--- config.mk ---
export PLATFORM = sky130hd
export DESIGN_NAME = midi_tx
export DESIGN_NICKNAME = d
export VERILOG_FILES = /design/src/rtl/midi_tx.sv
export SDC_FILE = /design/constraint.sdc
export NUM_CORES = 1
export LEC_CHECK = 0
export ABC_AREA = 1
export CORE_UTILIZATION = 57
export DETAILED_ROUTE_END_ITERATION = 12
export GPL_ROUTABILITY_DRIVEN = 0
export GPL_TIMING_DRIVEN = 0
export PLACE_DENSITY = 0.8
export SLEW_MARGIN = 20
export SYNTH_ARGS = -nofsm -noshare
export SYNTH_HDL_FRONTEND = slang
export SYNTH_SLANG_ARGS = --single-unit
--- constraint.sdc ---
create_clock -name clk -period 2.65 [get_ports clk]
set_input_delay 0.3975 -clock clk [delete_from_list [all_inputs] [get_ports clk]]
set_output_delay 0.3975 -clock clk [all_outputs]
set_load 0.01 [all_outputs]
--- src/rtl/midi_tx.sv ---
// MIDI OUT transmitter: one note-on/note-off command per handshake, sent as 8N1 UART
// bytes with optional running-status suppression of a repeated status byte.
module midi_tx #(
  parameter int CLK_FREQ       = 50000000,
  parameter int BAUD           = 31250,
  parameter int RUNNING_STATUS = 1
) (
  input  logic       clk,
  input  logic       rst,
  input  logic       cmd_valid,
  output logic       cmd_ready,
  input  logic       cmd_note_on,
  input  logic [3:0] cmd_ch,
  input  logic [6:0] cmd_d1,
  input  logic [6:0] cmd_d2,
  output logic       tx,
  output logic       busy
);

  localparam int DIV = CLK_FREQ / BAUD;
  localparam int CW  = (DIV > 2) ? $clog2(DIV) : 1;
  localparam logic [CW-1:0] BAUD_LAST = CW'(DIV - 1);

  localparam logic [1:0] IDLE  = 2'd0;
  localparam logic [1:0] START = 2'd1;
  localparam logic [1:0] DATA  = 2'd2;
  localparam logic [1:0] STOP  = 2'd3;

  logic [1:0]    state_r, state_s;
  logic [CW-1:0] baud_r, baud_s;
  logic [2:0]    bit_r, bit_s;
  logic [1:0]    idx_r, idx_s;
  logic [7:0]    status_r;
  logic [6:0]    d1_r, d2_r;
  logic [7:0]    last_status_r;
  logic          last_valid_r;
  logic          tx_r, tx_s;
  logic          ready_r, busy_r;
  logic          accept_s, skip_s;
  logic [7:0]    new_status_s, cur_byte_s;

  // Message byte selected by index: 0 = status, 1 = key, 2 = velocity.
  function automatic logic [7:0] byte_sel(input logic [1:0] idx, input logic [7:0] s,
                                          input logic [6:0] d1, input logic [6:0] d2);
    logic [7:0] r;
    case (idx)
      2'd0:    r = s;
      2'd1:    r = {1'b0, d1};
      default: r = {1'b0, d2};
    endcase
    return r;
  endfunction

  assign accept_s     = cmd_valid && ready_r;
  assign new_status_s = {1'b1, 2'b00, cmd_note_on, cmd_ch};
  assign skip_s       = (RUNNING_STATUS != 0) && last_valid_r && (new_status_s == last_status_r);
  assign cmd_ready    = ready_r;
  assign busy         = busy_r;
  assign tx           = tx_r;

  // Next-state, counters and the next serial bit (tx is registered from tx_s).
  always_comb begin
    state_s = state_r;
    baud_s  = baud_r;
    bit_s   = bit_r;
    idx_s   = idx_r;
    case (state_r)
      IDLE: begin
        if (accept_s) begin
          state_s = START;
          baud_s  = '0;
          bit_s   = 3'd0;
          idx_s   = skip_s ? 2'd1 : 2'd0;
        end else begin
          state_s = IDLE;
        end
      end
      START: begin
        if (baud_r == BAUD_LAST) begin
          baud_s  = '0;
          bit_s   = 3'd0;
          state_s = DATA;
        end else begin
          baud_s = baud_r + {{(CW-1){1'b0}}, 1'b1};
        end
      end
      DATA: begin
        if (baud_r == BAUD_LAST) begin
          baud_s = '0;
          if (bit_r == 3'd7) begin
            state_s = STOP;
          end else begin
            bit_s = bit_r + 3'd1;
          end
        end else begin
          baud_s = baud_r + {{(CW-1){1'b0}}, 1'b1};
        end
      end
      STOP: begin
        if (baud_r == BAUD_LAST) begin
          baud_s = '0;
          if (idx_r == 2'd2) begin
            state_s = IDLE;
            idx_s   = 2'd0;
          end else begin
            state_s = START;
            idx_s   = idx_r + 2'd1;
          end
        end else begin
          baud_s = baud_r + {{(CW-1){1'b0}}, 1'b1};
        end
      end
      default: begin
        state_s = IDLE;
        baud_s  = '0;
        bit_s   = 3'd0;
        idx_s   = 2'd0;
      end
    endcase

    cur_byte_s = byte_sel(idx_s, status_r, d1_r, d2_r);
    case (state_s)
      START:   tx_s = 1'b0;
      DATA:    tx_s = cur_byte_s[bit_s];
      default: tx_s = 1'b1;
    endcase
  end

  // State, counters, registered outputs and command capture.
  always_ff @(posedge clk or posedge rst) begin
    if (rst) begin
      state_r       <= IDLE;
      baud_r        <= '0;
      bit_r         <= 3'd0;
      idx_r         <= 2'd0;
      tx_r          <= 1'b1;
      ready_r       <= 1'b1;
      busy_r        <= 1'b0;
      status_r      <= 8'h00;
      d1_r          <= 7'h00;
      d2_r          <= 7'h00;
      last_status_r <= 8'h00;
      last_valid_r  <= 1'b0;
    end else begin
      state_r <= state_s;
      baud_r  <= baud_s;
      bit_r   <= bit_s;
      idx_r   <= idx_s;
      tx_r    <= tx_s;
      ready_r <= (state_s == IDLE);
      busy_r  <= (state_s != IDLE);
      if (accept_s) begin
        status_r      <= new_status_s;
        d1_r          <= cmd_d1;
        d2_r          <= cmd_d2;
        last_status_r <= new_status_s;
        last_valid_r  <= 1'b1;
      end
    end
  end

endmodule

# --- Word level (Yosys, flattened, before mapping) ---
# Index checks and enable logic that the tools add are counted.
classes:
  add_sub_neg: 3
  n_eq_ne: 11
  order_cmp: 1
  mux: 24
  n_reduce_logical: 7
ops:
  columns: ["op", "count"]
  rows:
  - ["2-to-1 mux 11 bit", 2]
  - ["one-hot mux 11 bit (2 select lines)", 1]
  - ["one-hot mux 8 bit (2 select lines)", 1]
  - ["2-to-1 mux 2 bit", 7]
  - ["2-to-1 mux 3 bit", 4]
  - ["adder 11 x 1 -> 11 bit, second input constant", 1]
  - ["equality test 11 bit, second input constant", 1]
  - ["one-hot mux 3 bit (3 select lines)", 1]
  - ["equality test 2 bit, second input constant", 4]
  - ["one-hot mux 2 bit (4 select lines)", 1]
  - ["equality test 2 x 1 -> 1 bit, second input constant", 3]
  - ["equality test 6 bit", 1]
  - ["zero test 2 bit", 3]
  - ["less-than comparator 3 x 4 -> 1 bit, second input constant", 1]
  - ["2-to-1 mux 1 bit", 4]
  - ["one-hot mux 2 bit (2 select lines)", 1]
  - ["adder 3 x 1 -> 3 bit, second input constant", 1]
  - ["binary-select mux 1 bit (select 3 bit)", 1]
  - ["equality test 3 bit, second input constant", 1]
  - ["OR reduction 3 bit", 1]
  - ["adder 2 x 1 -> 2 bit, second input constant", 1]
  - ["logical AND 1 bit", 2]
  - ["inequality test 2 bit, second input constant", 1]
  - ["one-hot mux 1 bit (2 select lines)", 1]
  - ["nonzero test 2 bit", 1]
totals:
  register_bits: 42
  input_bits: 22
  output_inout_bits: 3
  wordCells: 57

# --- Longest topological paths before layout ---
# Gate-level depths: netlist of the first run.
logic_depth:
  word_depth: 10
  ltp_mapped: 19
  mapped_depth_nobuf: 19

# --- Worst setup path before layout of the first run ---
# Ideal clock, no wire load.
synth_timing:
  path_type: "register to register"
  from: "reg state_r[0]"
  to: "reg tx_r, in the netlist tx"
  n_path_buf: 0
  setup_ns: 0.060
  arrival_ns: 1.779
  required_time_ns: 2.590
  setup_slack_ns: 0.811
  period_less_slack_ns: 1.839
  path_stages_with_launch: 16
  path_cell_list: "dfrtp_1 inv_1 ha_1 nand2_4 inv_2 o21ai_2 nand2_8 inv_6 nand3_1 nand2_1 nand2_1 a21oi_1 nand2_1 nand2_1 nand2_1 nand2_1"
synth_between:
  elab_chain_len: 7
  elab_cells_between_ends: 19
  cone_classes: "6 x eq/ne; 11 x mux; 2 x reduce/logical"
synth_rtl:
  columns: ["element", "line", "source"]
  rows:
  - ["start, declared", "29", "logic [1:0] state_r, state_s;"]
  - ["start signal, assigned", "145", "state_r <= state_s;"]
  - ["equality test 2 bit / zero test 2 bit (equally long branches)", "67", "case (state_r)"]
  - ["one-hot mux 2 bit (2 select lines) (*)", "67", null]
  - ["net idx_s[1]", "32", "logic [1:0] idx_r, idx_s;"]
  - ["equality test 2 x 1 -> 1 bit / zero test 2 bit (equally long branches)", "46", "case (idx)"]
  - ["one-hot mux 8 bit (2 select lines) (*)", "46", null]
  - ["binary-select mux 1 bit (select 3 bit) (*)", "124", "DATA: tx_s = cur_byte_s[bit_s];"]
  - ["2-to-1 mux 1 bit (not written as such) (*)", "124", null]
  - ["one-hot mux 1 bit (2 select lines) (*)", "122", "case (state_s)"]
  - ["net tx_s", "37", "logic tx_r, tx_s;"]
  - ["end signal, assigned", "149", "tx_r <= tx_s;"]
  - ["end, declared", "37", null]
# Mark *: on every way through the listed nets, which the timed path passes. The rest lies on a longest branch. The select of a mux whose other input is x is not followed.
# A chain may end at the register's enable or synchronous reset.

# --- Worst setup path after layout of the first run ---
layout_timing:
  from: "in cmd_valid"
  to: "reg tx_r, in the netlist tx"
layout_between:
  elab_chain_len: 8
  elab_cells_between_ends: 15
  cone_classes: "3 x eq/ne; 10 x mux; 2 x reduce/logical"
layout_rtl:
  columns: ["element", "line", "source"]
  rows:
  - ["start, declared", "10", "input logic cmd_valid,"]
  - ["logical AND 1 bit (*)", "54", "assign accept_s = cmd_valid && ready_r;"]
  - ["2-to-1 mux 2 bit (*)", "69", "if (accept_s) begin"]
  - ["one-hot mux 2 bit (2 select lines) (*)", "67", null]
  - ["net idx_s[0]", "32", null]
  - ["equality test 2 x 1 -> 1 bit / zero test 2 bit (equally long branches)", "46", null]
  - ["one-hot mux 8 bit (2 select lines) (*)", "46", null]
  - ["binary-select mux 1 bit (select 3 bit) (*)", "124", null]
  - ["2-to-1 mux 1 bit (not written as such) (*)", "124", null]
  - ["one-hot mux 1 bit (2 select lines) (*)", "122", null]
  - ["net tx_s", "37", null]
# Marks and branches as above.

==> summary.txt, run 1 <==
Final ANT Viol Nets - 0
Tot Pwr - 2.29 mW
Layout Nets - 379
Critical Path Sink Type - register
Worst hold path type - in2async
Worst-margin pin slew - 0.660 ns
Top Metal Used - met4
Post-CTS Hold Fix Bufs - 0
Top-count cell post-synth - nand2_1
Clock-pin slew on the worst setup and hold paths - 0.08 ns
Worst Path Buf+Inv - 2
RSZ-0062 raised after global routing - false
GRT Overall Usage - 0.243
Initial antenna violation count - 0
CTS H-tree depth - 2
Via count - 2,031
Slowest Stage Delay on Critical Path - 0.47 ns
Finished Cell Area - 2880 um^2
Area after DPL - 2760 um^2
Cell Chain, Critical Path - clkdlybuf4s50_1, nand2_2, inv_2, nand2_1, nor2_1, nand3_1, nand2_1, nand2_1, nand2_4, nand3_1, nand2_1, nand2_1, a21oi_1, nand2_1, nand2_1, nand2_1, nand2_1
Yosys warns - 0
Post-synth top area share - 0.401
FMAX - 461 MHz
Simple-Gate Fraction of Synth Area - 0.380
Ys async rst share - 1.00
Seq/Total Area, Yosys - 0.423
Setup-failing EPs final - 0
WL final - 4670 um
Mux contribution to synthesized area - 0
Core Box Area - 4060 um^2
# clock sinks - 41
Largest net degree at the start of global routing - 30
Final hold viol count - 0
Port bufs - 24
Slowest-stage cell, CP - clkdlybuf4s50_1
DIE AREA - 4530 um^2
Crit Path Class - in2reg
Wire length on met1 - 2140 um
CP startpoint kind - primary input
Crit path DAT - 2.42 ns
Synth Register Bits - 41
Avg Inst Size Synth - 7.65 um^2
Max_cap viols - 0
Share of cells above drive strength 1 - 0.148
Number of core rows - 23
Leak - 1.48 nW
Complex-gate fraction of the synthesized area - 0.0725
Worst endpoint required time - 2.90 ns
Crit path top cell by count - nand2_1
Area grow syn2layout - 18.2%
Via density - 5.06
Fin Hold WS - 0.356 ns
Synthesized net count - 347
Routed wl met2 - 2210 um
Total grt overflow - 0
Clk_lat worst skew - 0.30 ns
Initial core utilization - 0.599
Max-slew violation count - 0
Max transition margin - 0.560
DR DRC count - 0
Setup Skew - 0.00989 ns
CTS resizes - 0
PD cells - 795 nW/um^2
Synth area leader - dfrtp_1
Cell family with most CP delay - simple AND/OR/NAND/NOR gates
Final TNS setup - 0 ns
Adder-cell share of the synthesized area - 0.0360
Peak VDD IR - 0.551 mV
Vias in the first global route - 1,942
Crit Path Max Fanout - 10
Tmin final - 2.17 ns
Bufs on Longest Clock Path - 2
# diodes - 0
Die X-Extent - 67.3 um
IO Count - 25
Post-Syn Area - 2430 um^2
First-pass GRT wire length - 8100 um
CTS root buffer - clkbuf_8
Status - completed
Post-CTS Setup Bufs - 0
Yosys cell types - 34
Iter 0 DRT Violations - 85
Post-DP HPWL - 3540 um
Top cells by area, synth - dfrtp_1, nand2_1, inv_1
Commonest cells post-synth - nand2_1, dfrtp_1, inv_1
Chip height - 67.3 um
Drt first pass iters - 6
DR WL/cell - 11.6 um
Post-synth EDFFs - 0
Mapped Cells - 318
CTS Buf Count - 5
Routed wl met3 - 196 um
Post-Synth XOR/XNOR Area - 0.0144
Fin crit share - 0.818
Synth Flop Type - dfrtp_1
Main combinational cell family by area after synthesis - simple AND/OR/NAND/NOR gates
CTS tree - done
-- final timing paths --
kind	from	endpoint	slack, ns	depth (start not counted)
max	cmd_valid	tx$_DFF_PP1_	0.48	17
min	rst	state_r[1]$_DFF_PP0_	0.36	2
max in group asynchronous	rst	cmd_ready$_DFF_PP1_	1.79	3
max reg2reg	state_r[0]$_DFF_PP0_	tx$_DFF_PP1_	0.49	15
min in group clk	d1_r[6]$_DFFE_PP0P_	d1_r[6]$_DFFE_PP0P_	0.48	2
min reg2reg	d1_r[6]$_DFFE_PP0P_	d1_r[6]$_DFFE_PP0P_	0.48	2
-- layout make-up --
type	instances	area [um^2]
well taps	50	62.6
fillers	343	1180
clock buffers	6	82.6
inverters	44	170
flip-flops and latches	41	1030
repair buffers	25	260
clock inverters	2	37.5
multi-input cells	230	1220
plain buffers	3	11.3
-- registers in the layout, summed over array words and instances (netlist names) --
signal and cells:
last_valid_r 1, d1_r 7, cmd_ready 1, bit_r 3, idx_r 2, tx 1
d2_r 7, status_r 5, state_r 2, baud_r 11, busy 1
-- logic make-up (layout without fill, tap and decap cells) --
family	count (synthesis)	in the layout
AO/OA/AOI/OAI	31	31
XOR/XNOR	4	4
adder cells (fa/ha/maj)	7	7
buffers and inverters	47	80
flip-flops	41	41
AND/OR/NAND/NOR	188	188
-- metrics by stage --
stage	instances	utilization	worst slack, ns
after CTS	401	0.709	0.473
after global placement	392	0.674	0.171
after global routing	401	0.709	0.273
after floorplan	318	-	0.811
after detailed placement	393	0.679	0.186
final	401	0.709	0.482
-- layout by cell type, fill, tap and decap left out, types with 5 or more instances in the layout --
master,n
clkdlybuf4s50_1,24
nand3_1,18
clkbuf_8,6
nor2_1,25
a21oi_1,9
o21ai_0,12
dfrtp_1,39
nor3_1,5
inv_2,8
inv_1,34
ha_1,7
nand2_1,105
nand2_2,13
-- power by group --
group          internal (mW)  total [mW]  switching [mW]
clock network          0.306       0.528           0.221
registers              0.832       0.968           0.136
logic                  0.304       0.790           0.486
-- routing by layer --
metal  global-route usage  up-vias
met4                0.104        0
li1                     -     1063
met3               0.0625       13
met5                    0        -
met1                0.286      903
met2                0.415       52
-- worst reg2reg max path, cell delays in order (launching register included) --
cell and delay, ns:
dfrtp_1 0.40, inv_1 0.10, ha_1 0.25, nand2_4 0.14, inv_2 0.09, o21ai_2 0.28
nand2_8 0.14, a21oi_2 0.17, nand2_1 0.07, nand2_1 0.08, nand2_1 0.08, nand2_1 0.07
nand2_1 0.05, nand2_1 0.08, nand2_1 0.05, nand2_1 0.06
Power figures use the tool's default switching activity.
==> run 2, diff against run 1 <==
==> constraint.sdc (replaced) <==
create_clock -name clk -period 2.1 [get_ports clk]
set_input_delay 0.315 -clock clk [delete_from_list [all_inputs] [get_ports clk]]
set_output_delay 0.315 -clock clk [all_outputs]
set_load 0.01 [all_outputs]
==> run 2 against run 1 <==
Effect of this change: critical path depth is 2 higher; via count is 1.5% higher; setup slack got worse by 0.39 ns; clock-buffer cell count unchanged; final cell count is 1.2% higher; highest routed layer unchanged.
==> summary.txt, run 2 (synthesis gave the netlist of run 1 again) <==
Status - completed
Largest net degree at the start of global routing - 30
Final ANT Viol Nets - 0
Via density - 5.08
Most frequent cells in the layout - nand2_1, dfrtp_1, inv_1
Largest register FFs - 11
Total grt overflow - 0
Slowest-stage cell, CP - dfrtp_1
Setup-failing EPs final - 0
Crit Path Class - reg2reg
PD cells - 1010 nW/um^2
Core Box Area - 4060 um^2
# clock sinks - 41
Area grow syn2layout - 21.9%
Number of core rows - 23
Drt first pass iters - 5
Leak - 1.51 nW
Chip height - 67.3 um
Slowest Stage Delay on Critical Path - 0.43 ns
Clk_lat worst skew - 0.30 ns
Biggest regs - baud_r (11), d1_r (7), d2_r (7)
Post-DP HPWL - 3540 um
Fin Hold WS - 0.273 ns
Bufs on Longest Clock Path - 2
GRT Overall Usage - 0.245
Final hold viol count - 0
Max-slew violation count - 0
Crit path DAT - 2.25 ns
Critical Path Sink Type - register
Setup Skew - 0.0105 ns
DR WL/cell - 12.0 um
Cell Chain, Critical Path - inv_2, ha_4, nand2_1, inv_1, nand2_1, nor2_2, nand3_1, nand2_1, nand2_2, nand2_4, nor2_8, a21oi_2, nand2_1, nand2_2, nand2_1, nand2_1, nand2_1, nand2_1, nand2_1
CTS Buf Count - 5
CTS H-tree depth - 2
Crit path top cell by count - nand2_1
Clock-pin slew on the worst setup and hold paths - 0.09 ns
Peak VDD IR - 0.695 mV
DIE AREA - 4530 um^2
# diodes - 0
Port bufs - 24
Biggest register - baud_r
Worst endpoint required time - 2.34 ns
Max transition margin - 0.574
Area of the multi-input gates - 1270 um^2
Worst-margin pin slew - 0.639 ns
Vias in the first global route - 1,958
CTS root buffer - clkbuf_8
Iter 0 DRT Violations - 99
Initial core utilization - 0.599
IO Count - 25
DR DRC count - 0
Crit Path Max Fanout - 7
RSZ-0062 raised after global routing - true
Tmin final - 2.01 ns
Layout Nets - 384
First-pass GRT wire length - 8160 um
Via count - 2,061
FMAX - 498 MHz
CP startpoint kind - register
Share of cells above drive strength 1 - 0.188
Worst hold path type - in2async
CTS tree - done
Max_cap viols - 0
Tot Pwr - 3.00 mW
Die X-Extent - 67.3 um
Fill count - 330
WL final - 4860 um
Fin crit share - 0.956
Post-CTS Hold Fix Bufs - 0
Initial antenna violation count - 0
Commonest non-fill, non-tap cell in the layout - nand2_1
Register area - 1030 um^2
==> run 2: where the power goes <==
group	total [mW]	leakage, nW	internal, mW	switching, mW
Combinational	1.09	0.935	0.442	0.652
Clock	0.670	0.0574	0.387	0.283
Sequential	1.23	0.523	1.05	0.185
Total	3.00	1.51	1.88	1.12
==> run 2: final timing paths <==
| kind | from | endpoint | slack (ns) | depth (start not counted) |
|---|---|---|---|---|
| max | state_r[0]$_DFF_PP0_ | tx$_DFF_PP1_ | 0.09 | 19 |
| max reg2reg | state_r[0]$_DFF_PP0_ | tx$_DFF_PP1_ | 0.09 | 19 |
| min | rst | state_r[1]$_DFF_PP0_ | 0.27 | 2 |
| min reg2reg | d1_r[6]$_DFFE_PP0P_ | d1_r[6]$_DFFE_PP0P_ | 0.48 | 2 |
| min in group clk | d1_r[6]$_DFFE_PP0P_ | d1_r[6]$_DFFE_PP0P_ | 0.48 | 2 |
| max in group asynchronous | rst | cmd_ready$_DFF_PP1_ | 1.32 | 3 |
==> run 2: layout make-up <==
cell class	count	area share
Tap cell	50	0.0211
Inverter	44	0.0582
Clock buffer	6	0.0278
Multi-Input combinational cell	230	0.429
Sequential cell	41	0.347
Clock inverter	2	0.0127
Buffer	3	0.00380
Timing Repair Buffer	30	0.100
==> run 2: repair_timing <==
item / 4_1_cts / 5_1_grt
buffers inserted: 1 / 4
pin swaps: 1 / 7
resized for setup: 6 / 10
endpoints found under the setup margin: 1 / 4
==> run 2: through the flow <==
step	setup WS [ns]	area [um^2]	instances	util	TNS (ns)
final	0.0924	2970	406	0.731	0
after global routing	-0.0733	2970	406	0.731	-0.0870
after CTS	0.00986	2910	402	0.717	0
after detailed placement	-0.281	2760	393	0.679	-0.281
after global placement	-0.297	2740	392	0.674	-0.297
after floorplan	0.261	2430	318	-	0
==> run 2: critical path: cells and delay by family, from the launching register on <==
family | cells | cell delay, ns
fa+ha+maj | 1 | 0.16
flops | 1 | 0.43
simple gates | 15 | 1.09
compound gates | 1 | 0.11
buf+inv | 2 | 0.17
==> run 2: layer usage <==
metal / track usage / wire length, um / up-vias
met5: 0 / 0 / -
met4: 0.109 / 138 / 0
met3: 0.0608 / 185 / 15
met2: 0.418 / 2330 / 53
met1: 0.289 / 2210 / 922
li1: - / - / 1071
==> run 3, diff against run 2 <==
--- a/config.mk
+++ b/config.mk
@@ -11,6 +11,7 @@
 export GPL_ROUTABILITY_DRIVEN = 0
 export GPL_TIMING_DRIVEN = 0
 export PLACE_DENSITY = 0.8
+export SKIP_LAST_GASP = 1
 export SLEW_MARGIN = 20
 export SYNTH_ARGS = -nofsm -noshare
 export SYNTH_HDL_FRONTEND = slang
==> results of run 3 <==
Same layout as run 2: the final DEF is identical, and so are final timing and power.
